[config.mk]
export PLATFORM = sky130hd
export DESIGN_NAME = mem_arbiter_flat
export DESIGN_NICKNAME = d
export VERILOG_FILES = /design/src/rtl/mem_arbiter_if.sv /design/src/rtl/mem_arbiter.sv /design/src/flat_wrapper.sv
export SDC_FILE = /design/constraint.sdc
export NUM_CORES = 1
export LEC_CHECK = 0
export ABC_AREA = 1
export BUFFER_PORTS_ARGS = -buffer_cell sky130_fd_sc_hd__buf_2
export CELL_PAD_IN_SITES_DETAIL_PLACEMENT = 1
export CELL_PAD_IN_SITES_GLOBAL_PLACEMENT = 1
export CORE_ASPECT_RATIO = 1.75
export CORE_MARGIN = 3
export CORE_UTILIZATION = 23
export CTS_CLUSTER_DIAMETER = 50
export DETAILED_ROUTE_END_ITERATION = 8
export PLACE_DENSITY = 0.94
export SYNTH_ARGS = -nofsm -noshare
export SYNTH_HDL_FRONTEND = slang
export SYNTH_SLANG_ARGS = --single-unit
[constraint.sdc]
create_clock -name clk -period 2.7 [get_ports clk]
set_input_delay 0.135 -clock clk [delete_from_list [all_inputs] [get_ports clk]]
set_output_delay 0.135 -clock clk [all_outputs]
set_load 0.01 [all_outputs]
[src/rtl/mem_arbiter_if.sv]
// Requester, memory and status signals of mem_arbiter, bundled as one interface.
// master = requesters plus memory (environment side), slave = the arbiter itself.
interface mem_arbiter_if #(
  parameter int unsigned ADDR_W = 16,
  parameter int unsigned DATA_W = 16
);
  logic              p0_req;
  logic              p0_wr;
  logic [ADDR_W-1:0] p0_addr;
  logic [DATA_W-1:0] p0_wdata;
  logic [DATA_W-1:0] p0_rdata;
  logic              p0_done;
  logic              p0_err;

  logic              p1_req;
  logic              p1_wr;
  logic [ADDR_W-1:0] p1_addr;
  logic [DATA_W-1:0] p1_wdata;
  logic [DATA_W-1:0] p1_rdata;
  logic              p1_done;
  logic              p1_err;

  logic              mem_en;
  logic              mem_wr;
  logic [ADDR_W-1:0] mem_addr;
  logic [DATA_W-1:0] mem_wdata;
  logic [DATA_W-1:0] mem_rdata;
  logic              mem_ready;
  logic              mem_err;

  logic              busy;
  logic              timeout_flag;

  modport master (
    output p0_req, p0_wr, p0_addr, p0_wdata,
    input  p0_rdata, p0_done, p0_err,
    output p1_req, p1_wr, p1_addr, p1_wdata,
    input  p1_rdata, p1_done, p1_err,
    input  mem_en, mem_wr, mem_addr, mem_wdata,
    output mem_rdata, mem_ready, mem_err,
    input  busy, timeout_flag
  );

  modport slave (
    input  p0_req, p0_wr, p0_addr, p0_wdata,
    output p0_rdata, p0_done, p0_err,
    input  p1_req, p1_wr, p1_addr, p1_wdata,
    output p1_rdata, p1_done, p1_err,
    output mem_en, mem_wr, mem_addr, mem_wdata,
    input  mem_rdata, mem_ready, mem_err,
    output busy, timeout_flag
  );
endinterface

[src/rtl/mem_arbiter.sv]
// Two-port arbiter/sequencer in front of a single-ported stalling memory, with stall timeout.
// Optional round-robin arbitration when MEM_ARB_RR_EN is defined; fixed priority (port 1 first) otherwise.
module mem_arbiter #(
  parameter int unsigned ADDR_W  = 16,
  parameter int unsigned DATA_W  = 16,
  parameter int unsigned TIMEOUT = 64
) (
  input logic          clk,
  input logic          rst,
  mem_arbiter_if.slave bus
);

  localparam int unsigned      CNT_W    = 8;
  localparam logic [CNT_W-1:0] CNT_LAST = CNT_W'(TIMEOUT - 1);

  typedef enum logic {IDLE, BUSY} state_t;

  state_t            state_q, state_d;
  logic              grant_q, grant_d;
  logic [CNT_W-1:0]  wait_cnt_q, wait_cnt_d;
  logic              timeout_q, timeout_d;
  logic              pick;
  logic              finish;
  logic              abort;
  logic [DATA_W-1:0] rd_word;

  logic              sel_wr;
  logic [ADDR_W-1:0] sel_addr;
  logic [DATA_W-1:0] sel_wdata;
  logic              other_req;

  // Live fields of the granted port, and whether the other port is waiting
  always_comb begin
    if (grant_q) begin
      sel_wr    = bus.p1_wr;
      sel_addr  = bus.p1_addr;
      sel_wdata = bus.p1_wdata;
      other_req = bus.p0_req;
    end else begin
      sel_wr    = bus.p0_wr;
      sel_addr  = bus.p0_addr;
      sel_wdata = bus.p0_wdata;
      other_req = bus.p1_req;
    end
  end

`ifdef MEM_ARB_RR_EN
  logic rr_last_q, rr_last_d;

  always_comb pick = (bus.p0_req && bus.p1_req) ? ~rr_last_q : bus.p1_req;
`else
  always_comb pick = bus.p1_req;
`endif

  always_ff @(posedge clk) begin
    if (rst) begin
      state_q    <= IDLE;
      grant_q    <= 1'b0;
      wait_cnt_q <= '0;
      timeout_q  <= 1'b0;
`ifdef MEM_ARB_RR_EN
      rr_last_q  <= 1'b1;
`endif
    end else begin
      state_q    <= state_d;
      grant_q    <= grant_d;
      wait_cnt_q <= wait_cnt_d;
      timeout_q  <= timeout_d;
`ifdef MEM_ARB_RR_EN
      rr_last_q  <= rr_last_d;
`endif
    end
  end

  // Next state and memory/done outputs; everything is held quiet while rst is high
  always_comb begin
    state_d       = state_q;
    grant_d       = grant_q;
    wait_cnt_d    = wait_cnt_q;
    timeout_d     = timeout_q;
`ifdef MEM_ARB_RR_EN
    rr_last_d     = rr_last_q;
`endif
    finish        = 1'b0;
    abort         = 1'b0;
    rd_word       = '0;
    bus.mem_en    = 1'b0;
    bus.mem_wr    = 1'b0;
    bus.mem_addr  = '0;
    bus.mem_wdata = '0;
    bus.p0_done   = 1'b0;
    bus.p0_rdata  = '0;
    bus.p0_err    = 1'b0;
    bus.p1_done   = 1'b0;
    bus.p1_rdata  = '0;
    bus.p1_err    = 1'b0;

    if (!rst) begin
      case (state_q)
        IDLE: begin
          if (bus.p0_req || bus.p1_req) begin
            state_d    = BUSY;
            grant_d    = pick;
            wait_cnt_d = '0;
          end
        end

        BUSY: begin
          bus.mem_en    = 1'b1;
          bus.mem_wr    = sel_wr;
          bus.mem_addr  = sel_addr;
          bus.mem_wdata = sel_wdata;

          // A ready on the timeout boundary still counts as a normal completion
          if (bus.mem_ready) begin
            finish = 1'b1;
          end else if (wait_cnt_q == CNT_LAST) begin
            finish    = 1'b1;
            abort     = 1'b1;
            timeout_d = 1'b1;
          end else begin
            wait_cnt_d = wait_cnt_q + CNT_W'(1);
          end

          if (finish) begin
            rd_word = (abort || sel_wr) ? '0 : bus.mem_rdata;
            if (grant_q) begin
              bus.p1_done  = 1'b1;
              bus.p1_rdata = rd_word;
              bus.p1_err   = abort | bus.mem_err;
            end else begin
              bus.p0_done  = 1'b1;
              bus.p0_rdata = rd_word;
              bus.p0_err   = abort | bus.mem_err;
            end
`ifdef MEM_ARB_RR_EN
            rr_last_d = grant_q;
`endif
            // Hand straight over to a waiting port; the completing port's req is ignored here
            if (other_req) begin
              grant_d    = ~grant_q;
              wait_cnt_d = '0;
            end else begin
              state_d = IDLE;
            end
          end
        end

        default: state_d = IDLE;
      endcase
    end
  end

  assign bus.busy         = (state_q == BUSY);
  assign bus.timeout_flag = timeout_q;

endmodule

[src/flat_wrapper.sv]
// flat-port wrapper written by rule: the top's interface ports become plain ports
module mem_arbiter_flat 
#(
  parameter int unsigned ADDR_W  = 16,
  parameter int unsigned DATA_W  = 16,
  parameter int unsigned TIMEOUT = 64
)
  (clk, rst, bus_p0_req, bus_p0_wr, bus_p0_addr, bus_p0_wdata, bus_p0_rdata, bus_p0_done, bus_p0_err, bus_p1_req, bus_p1_wr, bus_p1_addr, bus_p1_wdata, bus_p1_rdata, bus_p1_done, bus_p1_err, bus_mem_en, bus_mem_wr, bus_mem_addr, bus_mem_wdata, bus_mem_rdata, bus_mem_ready, bus_mem_err, bus_busy, bus_timeout_flag);
  mem_arbiter_if #(.ADDR_W(ADDR_W), .DATA_W(DATA_W)) bus_i ();
  input logic clk;
  input logic rst;
  input wire logic [$bits(bus_i.p0_req)-1:0] bus_p0_req;
  input wire logic [$bits(bus_i.p0_wr)-1:0] bus_p0_wr;
  input wire logic [$bits(bus_i.p0_addr)-1:0] bus_p0_addr;
  input wire logic [$bits(bus_i.p0_wdata)-1:0] bus_p0_wdata;
  output wire logic [$bits(bus_i.p0_rdata)-1:0] bus_p0_rdata;
  output wire logic [$bits(bus_i.p0_done)-1:0] bus_p0_done;
  output wire logic [$bits(bus_i.p0_err)-1:0] bus_p0_err;
  input wire logic [$bits(bus_i.p1_req)-1:0] bus_p1_req;
  input wire logic [$bits(bus_i.p1_wr)-1:0] bus_p1_wr;
  input wire logic [$bits(bus_i.p1_addr)-1:0] bus_p1_addr;
  input wire logic [$bits(bus_i.p1_wdata)-1:0] bus_p1_wdata;
  output wire logic [$bits(bus_i.p1_rdata)-1:0] bus_p1_rdata;
  output wire logic [$bits(bus_i.p1_done)-1:0] bus_p1_done;
  output wire logic [$bits(bus_i.p1_err)-1:0] bus_p1_err;
  output wire logic [$bits(bus_i.mem_en)-1:0] bus_mem_en;
  output wire logic [$bits(bus_i.mem_wr)-1:0] bus_mem_wr;
  output wire logic [$bits(bus_i.mem_addr)-1:0] bus_mem_addr;
  output wire logic [$bits(bus_i.mem_wdata)-1:0] bus_mem_wdata;
  input wire logic [$bits(bus_i.mem_rdata)-1:0] bus_mem_rdata;
  input wire logic [$bits(bus_i.mem_ready)-1:0] bus_mem_ready;
  input wire logic [$bits(bus_i.mem_err)-1:0] bus_mem_err;
  output wire logic [$bits(bus_i.busy)-1:0] bus_busy;
  output wire logic [$bits(bus_i.timeout_flag)-1:0] bus_timeout_flag;
  assign bus_i.p0_req = bus_p0_req;
  assign bus_i.p0_wr = bus_p0_wr;
  assign bus_i.p0_addr = bus_p0_addr;
  assign bus_i.p0_wdata = bus_p0_wdata;
  assign bus_p0_rdata = bus_i.p0_rdata;
  assign bus_p0_done = bus_i.p0_done;
  assign bus_p0_err = bus_i.p0_err;
  assign bus_i.p1_req = bus_p1_req;
  assign bus_i.p1_wr = bus_p1_wr;
  assign bus_i.p1_addr = bus_p1_addr;
  assign bus_i.p1_wdata = bus_p1_wdata;
  assign bus_p1_rdata = bus_i.p1_rdata;
  assign bus_p1_done = bus_i.p1_done;
  assign bus_p1_err = bus_i.p1_err;
  assign bus_mem_en = bus_i.mem_en;
  assign bus_mem_wr = bus_i.mem_wr;
  assign bus_mem_addr = bus_i.mem_addr;
  assign bus_mem_wdata = bus_i.mem_wdata;
  assign bus_i.mem_rdata = bus_mem_rdata;
  assign bus_i.mem_ready = bus_mem_ready;
  assign bus_i.mem_err = bus_mem_err;
  assign bus_busy = bus_i.busy;
  assign bus_timeout_flag = bus_i.timeout_flag;
  mem_arbiter #(.ADDR_W(ADDR_W), .DATA_W(DATA_W), .TIMEOUT(TIMEOUT)) u_core (.clk(clk), .rst(rst), .bus(bus_i));
endmodule
==> metrics.md <==
| Metric | Value |
|---|---|
| Synth async-reset ratio | `0` |
| Post-DP HPWL | `6.06 mm` |
| # placed instances | `508` |
| DRC viols | `0` |
| Reg2Reg Setup Slack | `1.12 ns` |
| Post-CTS Setup Inserts | `0` |
| Outcome | `finished, final reports clean` |
| Number of synthesized flops with an enable pin | `0` |
| Post-Synthesis Cells | `278` |
| Met2 Use GR | `0.367` |
| Root Buffer | `clkbuf_16` |
| DIE WIDTH | `68.4 µm` |
| Yosys top cell by area | `nor2_1` |
| Setup TNS | `0 ns` |
| Share of cells above drive strength 1 | `0.479` |
| Worst-skew pair later-pin latency | `0.24 ns` |
| Post-CTS sizing | `0` |
| Min Tclk post-route | `2.04 ns` |
| Cell area after layout | `2480 µm²` |
| CTS Buffer Depth | `2` |
| Ys flop type | `dfxtp_1` |
| Placeable core region | `6590 µm²` |
| Final Hold Vio Count | `0` |
| Synth cell types | `27` |
| Crit end category | `output port` |
| Worst Hold Class | `in2reg` |
| All-Layer GR Usage | `0.172` |
| Crit. Startpoint | `u_core.wait_cnt_q[0]` |
| Non-Filler Instances | `512` |
| Switching Share | `0.366` |
| Kind of critical path | `reg2out` |
| Total congestion overflow | `0` |
| Layout Nets | `520` |
| Hold_sp | `rst` |
| Leak Pwr | `0.00146 µW` |
| H-tree lvl count | `1` |
| Register area share after synthesis | `0.141` |
| GR peak layer | `met2` |
| Vias per cell | `4.53` |
| Drt total wl | `7.15 mm` |
| Met3 Use GR | `0.0391` |
| Max-cap violations | `0` |
| Skew final | `0.00200 ns` |
| Pint | `492 µW` |
| RSZ-0062 raised after global routing | `false` |
| Synthesized flop and latch total | `11` |
| Synth warnings | `0` |
| Vias | `2317` |
| Number of placement rows | `39` |
| Max VDD drop | `0.000151 V` |
| Synthesized cell area | `1570 µm²` |
| Die footprint | `7870 µm²` |
| Synthesized area per cell | `5.63 µm²` |
| Worst setup SP type | `flip-flop` |
| Reg2reg start | `u_core.wait_cnt_q[0]` |
| Rel. slew slack | `0.721` |
| Syn nets | `367` |
| Crit-path max FO | `16` |
| Final Power | `776 µW` |
| Cell Pwr Density | `313 nW/µm²` |
| Starting density of the core | `0.238` |
| Synth top area cells | `nor2_1 23%, dfxtp_1 14%, o21ai_0 12%` |
| Area growth from synthesis to layout | `58.4%` |
| Ant diodes | `0` |
| Worst Path Arrival | `1.91 ns` |
| Worst path required time | `2.57 ns` |
| Wire per inst | `14.0 µm` |
| Pin count of the biggest net entering global routing | `36` |
| First-pass GRT wire length | `10.5 mm` |
| Number of fill cells in the layout | `950` |
| Fin. max-slew vios | `0` |
| DP Area | `2400 µm²` |
| M1 GR Usage | `0.150` |
| Die height | `115 µm` |
| Fmax | `490 MHz` |
| Share of the synthesized area in the top cell type | `0.228` |
| Top Ports | `160` |
| Period utilization | `0.757` |
| Reg clk slew, reported paths | `0.04 ns` |
| Reg power frac | `0.229` |
| CTS Buf Count | `3` |
| Post-layout util | `0.376` |
| Post-DRT Antenna Nets | `0` |
| Vias in the first global route | `2310` |
| Clock Power Share | `0.355` |
| Switching power | `284 µW` |
| Slew @ Worst Pin | `0.416 ns` |
| Placer Congestion | `0.847` |
| Setup violators final | `0` |
| Num Clock Sinks | `11` |
| Comb pwr share | `0.416` |
| Initial antenna violation count | `0` |
| Hold Buf Count CTS | `0` |
| Port Buffers | `159` |
| TritonRoute pass-1 iters | `4` |
| Initial DRC Count | `37` |
| CTS tree | `done` |
-- layout make-up --
type | instances | area (µm²) | share of cell area
inverters | 25 | 96.3 | 0.0389
well taps | 82 | 103 | 0.0414
repair buffers | 162 | 818 | 0.330
multi-input cells | 228 | 1160 | 0.469
clock buffers | 4 | 78.8 | 0.0318
flip-flops and latches | 11 | 220 | 0.0888
-- metrics by stage --
stage / hold slack, ns / worst slack, ns
2_1_floorplan: 0.314 / 1.17
3_3_place_gp: 0.451 / 0.958
3_5_place_dp: 0.457 / 0.914
4_1_cts: 0.225 / 0.633
5_1_grt: 0.233 / 0.492
6_report: 0.214 / 0.657
-- registers in the layout, summed over array words and instances, names as in the netlist --
signal	cells
u_core.wait_cnt_q	8
u_core.grant_q	1
u_core.bus.busy	1
u_core.bus.timeout_flag	1
-- power groups by stage --
| stage | logic, µW | registers (µW) | clock network (µW) |
|---|---|---|---|
| 2_1_floorplan | 195 | 176 | 0 |
| 3_3_place_gp | 312 | 180 | 0 |
| 3_5_place_dp | 327 | 180 | 0 |
| 4_1_cts | 328 | 178 | 280 |
| 5_1_grt | 359 | 179 | 287 |
| 6_report | 323 | 178 | 275 |
-- Yosys cell counts, types with 2 or more instances --
master,n
a21oi_1,8
buf_2,2
buf_4,2
clkbuf_1,8
dfxtp_1,11
inv_1,19
inv_2,4
nand2_1,36
nand2_2,4
nand2_4,11
nand3_1,13
nor2_1,95
nor2_2,13
nor2_4,3
o21ai_0,37
-- critical path, cell delays in order, from the launching register on --
cell and delay [ns]:
dfxtp_1 0.33, ha_1 0.22, inv_1 0.12, nor2_4 0.06, nand2_4 0.11, inv_2 0.04
nand2_2 0.07, nand2_2 0.07, inv_4 0.25, nand2_1 0.11, nor2_1 0.13, buf_2 0.15
-- cells in the final DEF (no fill, tap or decap), types with 4 or more instances in the layout --
cell type,netlist,routed
a21oi_1,8,8
nand3_1,13,13
inv_2,4,4
nand2_2,4,4
nor2_2,13,13
nand2_4,11,11
inv_1,19,19
nand2_1,36,36
o21ai_0,37,37
buf_2,2,159
dfxtp_1,11,11
nor2_1,95,95
-- kinds of logic after synthesis --
group           Yosys count  share of synthesized area
flops                    11                      0.141
mux                       1                     0.0144
compound gates           46                      0.149
simple gates            180                      0.572
buf+inv                  39                      0.117
fa+ha+maj                 1                    0.00799
-- per-layer routing --
metal / vias to the layer above / part of all wire
li1: 1170 / -
met1: 1055 / 0.33
met2: 82 / 0.59
met3: 10 / 0.073
met4: 0 / 0.013
met5: - / 0
-- worst paths after layout --
kind / end / cells past startpoint
setup / recovery: bus_p1_rdata[1] / 11
hold / removal: u_core.wait_cnt_q[4] / 2
setup reg to reg: u_core.wait_cnt_q[3] / 8
hold reg to reg: u_core.bus.timeout_flag / 2
Power figures use the tool's default switching activity.
